`src/rtl/up_counter_ctl_311.sv`:
```
// Loadable, enable-gated modulo up counter (0..MAXV) with a run/stop/one-shot controller.
// All state updates happen on the falling edge of clk_311; reset is asynchronous active-low.
module up_counter_ctl_311 #(
  parameter int unsigned WIDTH = 8,
  parameter int unsigned MAXV  = 255
) (
  input  logic             clk_311,
  input  logic             reset_n_311,
  input  logic             start_311,
  input  logic             stop_311,
  input  logic             oneshot_311,
  input  logic             en_311,
  input  logic             clear_311,
  input  logic             load_311,
  input  logic [WIDTH-1:0] load_val_311,
  output logic [WIDTH-1:0] count_311,
  output logic             tc_311,
  output logic             wrap_311,
  output logic             busy_311,
  output logic             done_311
);

  typedef enum logic [1:0] {IDLE, RUN, DONE} state_t;

  localparam logic [WIDTH-1:0] MAX_C = WIDTH'(MAXV);

  state_t           state, state_nxt;
  logic [WIDTH-1:0] count_nxt;
  logic             wrap_nxt;
  logic             at_max;
  logic             inc;

  assign at_max   = (count_311 == MAX_C);
  // A stop on this edge freezes the count as well as the state.
  assign inc      = (state == RUN) && en_311 && !stop_311;
  assign tc_311   = at_max;
  assign busy_311 = (state == RUN);
  assign done_311 = (state == DONE);

  always_comb begin
    state_nxt = state;
    case (state)
      IDLE: if (start_311 && !stop_311) state_nxt = RUN;
      RUN: begin
        if (stop_311)                                state_nxt = IDLE;
        else if (oneshot_311 && en_311 && at_max)    state_nxt = DONE;
      end
      DONE: begin
        if (stop_311)       state_nxt = IDLE;
        else if (start_311) state_nxt = RUN;
      end
      default: state_nxt = IDLE;
    endcase
  end

  always_comb begin
    count_nxt = count_311;
    wrap_nxt  = 1'b0;
    if (clear_311) begin
      count_nxt = '0;
    end else if (load_311) begin
      count_nxt = (load_val_311 > MAX_C) ? MAX_C : load_val_311;
    end else if (inc) begin
      if (!at_max) begin
        count_nxt = count_311 + 1'b1;
      end else if (!oneshot_311) begin
        count_nxt = '0;
        wrap_nxt  = 1'b1;
      end
    end else if ((state == DONE) && start_311 && !stop_311) begin
      count_nxt = '0;
    end
  end

  always_ff @(negedge clk_311 or negedge reset_n_311) begin
    if (!reset_n_311) begin
      state     <= IDLE;
      count_311 <= '0;
      wrap_311  <= 1'b0;
    end else begin
      state     <= state_nxt;
      count_311 <= count_nxt;
      wrap_311  <= wrap_nxt;
    end
  end

endmodule
```
`config.mk`:
```
export PLATFORM = sky130hd
export DESIGN_NAME = up_counter_ctl_311
export DESIGN_NICKNAME = d
export VERILOG_FILES = /design/src/rtl/up_counter_ctl_311.sv
export SDC_FILE = /design/constraint.sdc
export NUM_CORES = 1
export LEC_CHECK = 0
export ABC_CLOCK_PERIOD_IN_PS = 3950
export BUFFER_PORTS_ARGS = -buffer_cell sky130_fd_sc_hd__buf_4
export CORE_MARGIN = 8
export CORE_UTILIZATION = 50
export DETAILED_ROUTE_END_ITERATION = 10
export PLACE_DENSITY = 0.81
export SYNTH_ARGS = -nofsm -noshare
export SYNTH_HDL_FRONTEND = slang
export SYNTH_SLANG_ARGS = --single-unit
export TNS_END_PERCENT = 5
```
`constraint.sdc`:
```
create_clock -name clk_311 -period 3.95 [get_ports clk_311]
set_input_delay 0.395 -clock clk_311 [delete_from_list [all_inputs] [get_ports clk_311]]
set_output_delay 0.395 -clock clk_311 [all_outputs]
set_load 0.01 [all_outputs]
```
==> flow_metrics.py, run 1 <==
metrics = {
    "finish": {
        "final_core_utilization_pct": 76.5,
        "post_layout_nonfiller_instances": 129,
        "synthToLayoutAreaGrowth_pct": 40.4,
        "nNetsFinal": 132,
        "antennaDiodeCount": 0,
        "share_of_final_layout_standard_cells_stronger_than_drive_strength_1_pct": 39.5,
    },
    "timing": {
        "final_total_negative_setup_slack_ns": 0,
        "worst-slew-pin-transition_ns": 0.437,
        "drv_slew": 0,
        "timing.clock.skew_ns": 0.00235,
        "grt_setup_unrepaired": "no",
        "timing_hold_violations_final": 0,
        "slew-limit-headroom_pct": 70.8,
        "setup_ws_ns": 0.0950,
        "report.final.setup_viol": 0,
    },
    "floorplan": {
        "initial_core_util_pct": 54.5,
        "fp.dieArea_um2": 2930,
        "floorplan.io_pins": 28,
        "chipHeight_um": 54.1,
        "core-area_um2": 1330,
        "std_cell_rows": 13,
        "die_w_um": 54.1,
    },
    "synth": {
        "netlist-cell-type-count": 33,
        "synth.area.mux_share_pct": 2.07,
        "synth.top_cells.by_count": "11 x sky130_fd_sc_hd__dfrtn_1, 10 x sky130_fd_sc_hd__nand2_1, 6 x sky130_fd_sc_hd__a21oi_1",
        "synth_top_area_share_pct": 37.9,
        "synth-edff-count": 0,
        "synth.most_common_cell": "sky130_fd_sc_hd__dfrtn_1",
        "synth.yosys.warnings": 0,
        "synth-xor-area-share_pct": 2.41,
        "postSynth.asyncResetShare_pct": 100,
        "synth_top_family_by_area": "simple AND/OR/NAND/NOR gates",
        "flip_flop_cell_with_the_highest_count_after_synthesis": "sky130_fd_sc_hd__dfrtn_1",
        "synth_compound_gate_area_share_pct": 22.5,
        "synth_simple_gate_area_share_pct": 30.8,
        "yosysTopAreaCell": "sky130_fd_sc_hd__dfrtn_1",
        "syn_nets": 96,
        "synth.cell_area_um2": 727,
        "synthesis.area_per_instance_um2": 9.20,
        "synth-seq-cells": 11,
        "synth_fa_ha_area_share_pct": 1.72,
        "synth-seq-area-share_pct": 37.9,
        "synthCells": 79,
        "ys_top_cells_by_area": "sky130_fd_sc_hd__dfrtn_1 38%, sky130_fd_sc_hd__nand2_1 5.2%, sky130_fd_sc_hd__a21oi_1 4.1%, sky130_fd_sc_hd__a221o_1 4.1%, sky130_fd_sc_hd__nand4_1 3.4%",
    },
    "placement": {
        "port_buffers": 27,
        "placed_cells_incl_taps": 124,
        "place.gp.congestion": 0.897,
        "dp_hpwl_um": 1690,
        "worst_setup_slack_post_dpl_ns": 0.185,
    },
    "global_route": {
        "grt_first_pass_wirelength_um": 3520,
        "grtUsageTotal_pct": 16.1,
        "grt_pass1_vias": 766,
        "antenna_violations_before_repair": 0,
        "grt_max_degree": 12,
        "grt_overflow": 0,
    },
    "power": {
        "design_power_total_mw": 0.264,
        "peak_supply_drop_uv": 197,
        "power_density_nw_per_um2": 258,
        "total_leakage_power_nw": 0.482,
    },
    "clock_tree": {
        "clock_latency_ns": 0.28,
        "ctsHtreeMaxLevel": 1,
        "clkTransAtPathRegs_ns": 0.05,
        "cts_made_buffers": 3,
        "ctsRootBufferMaster": "sky130_fd_sc_hd__clkbuf_4",
        "cts_tree": "built",
        "clock_buffer_depth": 2,
        "hold_buffers": 0,
        "tritoncts_num_sinks": 11,
    },
    "critical_path": {
        "critPathRequiredTime_ns": 3.56,
        "crit_start": "count_311[0]",
        "path_class": "reg -> out",
        "start_kind": "register",
        "startpoint_of_the_worst_register_to_register_path": "count_311[0]",
        "r2r_slack_ns": 2.10,
        "r2r_cells": 5,
        "crit_fanout": 4,
        "worstReg2RegEnd": "count_311[1]",
        "end_kind": "output pin",
        "cp.arrival_ns": 3.46,
    },
    "hold_path": {
        "hold_start": "count_311[7]",
        "min-delay-path-class": "reg -> reg",
        "whs_endpoint": "count_311[7]",
        "worst_hold_path_stage_count": 1,
    },
    "route": {
        "route.detailed.drc": 0,
        "vias_per_cell": 6.19,
        "routed-via-count": 798,
        "routed_wirelength_um": 2260,
        "drt_pre_antenna_iters": 6,
        "detail_route.iter0.violations": 25,
        "routed_wire_length_per_instance_um": 17.5,
        "route.antenna.remaining_nets": 0,
    },
    "run_status": {
        "status": "completed",
    },
    "run": {
        "maxCapViolations": 0,
    },
}
what timing repair did:
action,in CTS,in global routing
endpoints found under the setup margin,1,1
hold endpoints to repair,0,0
gates resized for setup,1,3
setup buffers,1,0
cell families (layout without fill, tap and decap cells):
kind of cell | Yosys count | in the layout
compound gates | 22 | 22
fa+ha+maj | 1 | 1
mux | 1 | 1
flops | 11 | 11
simple gates | 39 | 39
buf+inv | 3 | 38
xor+xnor | 2 | 2
flip-flops by register name, summed over array words and instances, names as in the netlist:
register,cells
count_311,8
state,2
wrap_311,1
cells in the final DEF (no fill, tap or decap), types with 3 or more instances in the layout:
cell	instances
sky130_fd_sc_hd__nand2b_1	3
sky130_fd_sc_hd__nand4_1	4
sky130_fd_sc_hd__nand2_1	10
sky130_fd_sc_hd__clkbuf_4	3
sky130_fd_sc_hd__a221o_1	3
sky130_fd_sc_hd__dfrtn_1	11
sky130_fd_sc_hd__and2_1	3
sky130_fd_sc_hd__a21oi_1	6
sky130_fd_sc_hd__nor2b_1	3
sky130_fd_sc_hd__o21ai_0	4
sky130_fd_sc_hd__buf_4	32
worst max-delay path: stages, from the launching register on:
cell	delay, ns
sky130_fd_sc_hd__dfrtn_1	0.46
sky130_fd_sc_hd__ha_4	0.18
sky130_fd_sc_hd__nand3_2	0.09
sky130_fd_sc_hd__or2_4	0.28
sky130_fd_sc_hd__inv_1	0.08
sky130_fd_sc_hd__buf_4	0.12
worst max path at each step:
stage | end | slack, ns | depth (start not counted)
floorplan | tc_311 | 0.29 | 4
global placement | tc_311 | 0.19 | 5
detailed placement | tc_311 | 0.19 | 5
CTS | tc_311 | 0.02 | 5
global route | tc_311 | 0.03 | 5
finish | tc_311 | 0.09 | 5
routing by layer:
| layer | global-route usage [%] | up-vias | share of wire (%) |
|---|---|---|---|
| li1 | - | 372 | - |
| met1 | 20.0 | 381 | 41 |
| met2 | 26.7 | 38 | 49 |
| met3 | 2.75 | 7 | 7.5 |
| met4 | 6.56 | 0 | 2.7 |
| met5 | 0 | - | 0 |
power by group:
part	switching, mW	total, mW	leakage [nW]	internal, mW
clock network	0.0409	0.0801	0.0150	0.0392
registers	0.00808	0.127	0.148	0.119
logic	0.0257	0.0565	0.319	0.0308
total	0.0747	0.264	0.482	0.189
final cells by class:
| cell class | instances | area (um^2) |
|---|---|---|
| tap | 15 | 18.8 |
| multi-input combinational | 65 | 453 |
| inverter | 2 | 7.51 |
| timing repair buffer | 32 | 240 |
| fill | 99 | 313 |
| sequential | 11 | 275 |
| clock buffer | 4 | 26.3 |
through the flow:
stage / area (um^2) / hold WS [ns]
after global placement: 967 / 0.533
after global routing: 1020 / 0.550
final: 1020 / 0.542
after floorplan: 727 / 0.511
after detailed placement: 967 / 0.527
after CTS: 1000 / 0.530
Note: power is estimated with default switching activity, not from simulation.
==> run 2, diff against run 1 <==
Settings changed: GPL_ROUTABILITY_DRIVEN from default to 0, MAX_ROUTING_LAYER from default to met4, SKIP_CTS_REPAIR_TIMING from default to 1.
==> flow_metrics.py, run 2 (same netlist as run 1, synthesis figures left out) <==
metrics = {
    "power": {
        "p_int_mw": 0.190,
        "netSwitchingFraction_pct": 29.4,
        "design_power_total_mw": 0.269,
        "clock_power_share_pct": 31.0,
        "sequentialPowerShare_pct": 47.5,
        "power.net_switching_mw": 0.0789,
        "power_density_nw_per_um2": 258,
        "peak_supply_drop_uv": 177,
        "total_leakage_power_nw": 0.496,
        "comb_power_share_pct": 21.4,
    },
    "finish": {
        "antennaDiodeCount": 0,
        "most-common-layout-cells": "35 x sky130_fd_sc_hd__buf_4, 11 x sky130_fd_sc_hd__dfrtn_1, 10 x sky130_fd_sc_hd__nand2_1, 6 x sky130_fd_sc_hd__a21oi_1",
        "share_of_final_layout_standard_cells_stronger_than_drive_strength_1_pct": 41.0,
        "largest-register": "count_311",
        "largest_register_ff_count": 8,
        "nNetsFinal": 135,
        "layout.cells.most_common": "sky130_fd_sc_hd__buf_4",
        "post_layout_nonfiller_instances": 132,
        "synthToLayoutAreaGrowth_pct": 43.5,
        "fillerInstances": 88,
        "reg_top3": "count_311 x8, state x2, wrap_311 x1",
    },
    "floorplan": {
        "die_w_um": 54.1,
        "fp.dieArea_um2": 2930,
        "std_cell_rows": 13,
        "initial_core_util_pct": 54.5,
        "chipHeight_um": 54.1,
        "core-area_um2": 1330,
        "floorplan.io_pins": 28,
    },
    "global_route": {
        "grt_max_degree": 12,
        "antenna_violations_before_repair": 0,
        "grtUsageTotal_pct": 16.2,
        "grt_pass1_vias": 747,
        "grt_first_pass_wirelength_um": 3430,
        "grt_overflow": 0,
    },
    "hold_path": {
        "hold_start": "count_311[7]",
        "whs_endpoint": "count_311[7]",
        "min-delay-path-class": "reg -> reg",
        "worst_hold_path_stage_count": 1,
    },
    "critical_path": {
        "crit_fanout": 5,
        "r2r_slack_ns": 2.02,
        "startpoint_of_the_worst_register_to_register_path": "count_311[1]",
        "critPathRequiredTime_ns": 3.56,
        "end_kind": "output pin",
        "path_class": "reg -> out",
        "worstReg2RegEnd": "count_311[1]",
        "cp.arrival_ns": 3.52,
        "r2r_cells": 5,
        "start_kind": "register",
    },
    "route": {
        "drt_pre_antenna_iters": 4,
        "detail_route.iter0.violations": 17,
        "vias_per_cell": 6.17,
        "routed_wirelength_um": 2380,
        "routed-via-count": 814,
        "routed_wire_length_per_instance_um": 18.1,
        "route.antenna.remaining_nets": 0,
        "route.detailed.drc": 0,
    },
    "timing": {
        "drv_slew": 0,
        "slew-limit-headroom_pct": 70.6,
        "report.final.setup_viol": 0,
        "timing_hold_violations_final": 0,
        "worst-slew-pin-transition_ns": 0.441,
        "timing.clock.skew_ns": 0.0137,
    },
    "clock_tree": {
        "clock_buffer_depth": 2,
        "tritoncts_num_sinks": 11,
        "cts_made_buffers": 3,
        "clkTransAtPathRegs_ns": 0.06,
        "cts_tree": "built",
        "ctsRootBufferMaster": "sky130_fd_sc_hd__clkbuf_4",
        "ctsHtreeMaxLevel": 1,
        "clock_latency_ns": 0.29,
    },
    "placement": {
        "dp_hpwl_um": 1690,
        "port_buffers": 27,
        "placed_cells_incl_taps": 124,
    },
    "run_status": {
        "status": "completed",
    },
    "run": {
        "maxCapViolations": 0,
    },
}
[run 2: per-stage QoR]
step / hold slack, ns / util, % / area, um^2 / TNS (ns) / setup WS [ns]
3_5_place_dp: 0.527 / 72.5 / 967 / 0 / 0.185
3_3_place_gp: 0.533 / 72.5 / 967 / 0 / 0.185
2_1_floorplan: 0.511 / - / 727 / 0 / 0.294
4_1_cts: 0.530 / 74.5 / 993 / -0.116 / -0.116
5_1_grt: 0.551 / 78.2 / 1040 / -0.0269 / -0.0269
6_report: 0.539 / 78.2 / 1040 / 0 / 0.0338
[run 2: final cells by class]
cell class,count,area (um^2),share of cell area [%]
multi-input cells,65,453,43.4
flip-flops and latches,11,275,26.4
repair buffers,35,263,25.2
clock buffers,4,26.3,2.52
well taps,15,18.8,1.80
inverters,2,7.51,0.719
[run 2: how the worst max path moves through the flow]
stage / endpoint / startpoint / depth (start not counted)
final: tc_311 / count_311[1] / 5
after floorplan: tc_311 / count_311[0] / 4
after CTS: tc_311 / count_311[1] / 5
after detailed placement: tc_311 / count_311[1] / 5
after global placement: tc_311 / count_311[1] / 5
after global routing: tc_311 / count_311[1] / 5
[run 2: routing by layer]
metal,vias up,track usage (%),wire length [um]
li1,381,-,-
met1,383,19.6,973
met2,43,26.3,1190
met3,7,2.48,186
met4,0,6.15,37
met5,-,-,0
[run 2: critical path, cell delays in order (launching register included)]
cell and delay [ns]:
sky130_fd_sc_hd__dfrtn_1 0.53, sky130_fd_sc_hd__ha_4 0.19, sky130_fd_sc_hd__nand3_2 0.08, sky130_fd_sc_hd__or2_4 0.26, sky130_fd_sc_hd__inv_1 0.08, sky130_fd_sc_hd__buf_4 0.12
[run 2: power by group through the flow]
| stage | combinational (mW) | sequential (mW) | clock (mW) |
|---|---|---|---|
| 3_3_place_gp | 0.0529 | 0.128 | 0 |
| 6_report | 0.0576 | 0.128 | 0.0834 |
| 4_1_cts | 0.0544 | 0.127 | 0.0795 |
| 5_1_grt | 0.0626 | 0.128 | 0.0894 |
| 2_1_floorplan | 0.0203 | 0.130 | 0 |
| 3_5_place_dp | 0.0541 | 0.129 | 0 |
==> run 3, diff against run 2 <==
Settings changed: PLACE_DENSITY 0.81 to 0.83, REMOVE_ABC_BUFFERS from default to 1.
==> flow_metrics.py, run 3 (same netlist as run 1, synthesis figures left out) <==
metrics = {
    "run_status": {
        "status": "completed",
    },
    "power": {
        "design_power_total_mw": 0.262,
        "power.net_switching_mw": 0.0703,
        "netSwitchingFraction_pct": 26.9,
        "p_int_mw": 0.191,
        "comb_power_share_pct": 23.0,
        "total_leakage_power_nw": 0.503,
        "power_density_nw_per_um2": 249,
        "sequentialPowerShare_pct": 48.3,
        "clock_power_share_pct": 28.7,
        "peak_supply_drop_uv": 152,
    },
    "critical_path": {
        "cp.arrival_ns": 3.55,
        "r2r_slack_ns": 1.98,
        "cp_num_buf_inv": 2,
        "critPathMaxStageDelay_ns": 0.53,
        "crit_slowest_cell": "sky130_fd_sc_hd__dfrtn_1",
        "start_kind": "register",
        "critPathRequiredTime_ns": 3.56,
        "worst_path_dominant_cell_family": "flip-flops",
        "path_cells": "ha_4 > nand3_2 > or2_4 > inv_1 > buf_4",
        "path_class": "reg -> out",
        "cp.depth": 5,
        "end_kind": "output pin",
        "r2r_cells": 5,
        "crit_fanout": 6,
    },
    "global_route": {
        "grt_pass1_vias": 673,
        "grtUsageTotal_pct": 15.4,
        "antenna_violations_before_repair": 0,
        "grt_max_degree": 12,
        "grt_first_pass_wirelength_um": 3190,
        "grt_overflow": 0,
    },
    "floorplan": {
        "core-area_um2": 1330,
        "std_cell_rows": 13,
        "chipHeight_um": 54.1,
        "floorplan.io_pins": 28,
        "initial_core_util_pct": 54.5,
        "die_w_um": 54.1,
        "fp.dieArea_um2": 2930,
    },
    "hold_path": {
        "min-delay-path-class": "reg -> reg",
        "worst_hold_path_stage_count": 1,
    },
    "timing": {
        "final_total_negative_setup_slack_ns": 0,
        "slew-limit-headroom_pct": 71.6,
        "timing.clock.skew_ns": 0.00342,
        "report.final.setup_viol": 0,
        "timing_hold_violations_final": 0,
        "worst-slew-pin-transition_ns": 0.425,
        "hold_slack_ns": 0.549,
        "drv_slew": 0,
    },
    "route": {
        "vias_per_cell": 6.00,
        "route.detailed.drc": 0,
        "drt_pre_antenna_iters": 4,
        "detail_route.iter0.violations": 40,
        "routed_wirelength_um": 2210,
        "routed_wire_length_per_instance_um": 16.6,
        "route.antenna.remaining_nets": 0,
        "routed-via-count": 798,
    },
    "clock_tree": {
        "tritoncts_num_sinks": 11,
        "clkTransAtPathRegs_ns": 0.05,
        "ctsRootBufferMaster": "sky130_fd_sc_hd__clkbuf_4",
        "clock_buffer_depth": 2,
        "cts_tree": "built",
        "cts_made_buffers": 3,
        "ctsHtreeMaxLevel": 1,
        "clock_latency_ns": 0.28,
    },
    "placement": {
        "dp_hpwl_um": 1630,
        "port_buffers": 27,
        "dpl_cell_area_um2": 975,
        "placed_cells_incl_taps": 125,
    },
    "run": {
        "maxCapViolations": 0,
    },
    "finish": {
        "nNetsFinal": 136,
        "post_layout_nonfiller_instances": 133,
        "antennaDiodeCount": 0,
        "reg_top3": "count_311 x8, state x2, wrap_311 x1",
        "final_area_um2": 1050,
        "share_of_final_layout_standard_cells_stronger_than_drive_strength_1_pct": 41.5,
        "synthToLayoutAreaGrowth_pct": 44.6,
        "largest-register": "count_311",
        "largest_register_ff_count": 8,
        "layout.cells.most_common": "sky130_fd_sc_hd__buf_4",
        "most-common-layout-cells": "36 x sky130_fd_sc_hd__buf_4, 11 x sky130_fd_sc_hd__dfrtn_1, 10 x sky130_fd_sc_hd__nand2_1, 6 x sky130_fd_sc_hd__a21oi_1",
    },
}
-- run 3: metal layers --
metal  track usage (%)  part of all wire, %  vias up
li1                  -                    -      377
met1              17.7                   40      376
met2              23.9                   50       40
met3              6.89                  9.4        5
met4              3.69                 0.90        0
met5                 -                    0        -
-- run 3: area by class of cell --
type / instances / area, um^2
Multi-Input combinational cell: 65 / 453
Fill cell: 89 / 283
Sequential cell: 11 / 275
Timing Repair Buffer: 36 / 270
Clock buffer: 4 / 26.3
Tap cell: 15 / 18.8
Inverter: 2 / 7.51
-- run 3: worst paths after layout --
check,to,start
worst min register to register,count_311[7],count_311[7]
max in group asynchronous,count_311[6],reset_n_311
min in group asynchronous,count_311[1],reset_n_311
worst max-delay path,tc_311,count_311[0]
worst min-delay path,count_311[7],count_311[7]
worst max register to register,count_311[1],count_311[0]
-- run 3: worst register-to-register path, stage by stage (launching register included) --
cell and delay, ns:
sky130_fd_sc_hd__dfrtn_1 0.53, sky130_fd_sc_hd__ha_4 0.18, sky130_fd_sc_hd__nand3_2 0.11, sky130_fd_sc_hd__o31ai_2 0.27
sky130_fd_sc_hd__and3_1 0.40, sky130_fd_sc_hd__mux2_4 0.33
-- run 3: power groups by stage --
stage	Sequential, mW	Combinational [mW]	Clock (mW)
2_1_floorplan	0.130	0.0191	0
3_3_place_gp	0.127	0.0544	0
3_5_place_dp	0.128	0.0558	0
4_1_cts	0.126	0.0559	0.0776
5_1_grt	0.127	0.0654	0.0824
6_report	0.126	0.0601	0.0752
-- run 3: per-stage QoR --
stage               utilization, %  worst slack (ns)
finish                        78.8          0.000423
global route                  78.8           -0.0361
global placement              73.1             0.125
CTS                           75.0            -0.141
floorplan                        -             0.294
detailed placement            73.1             0.170
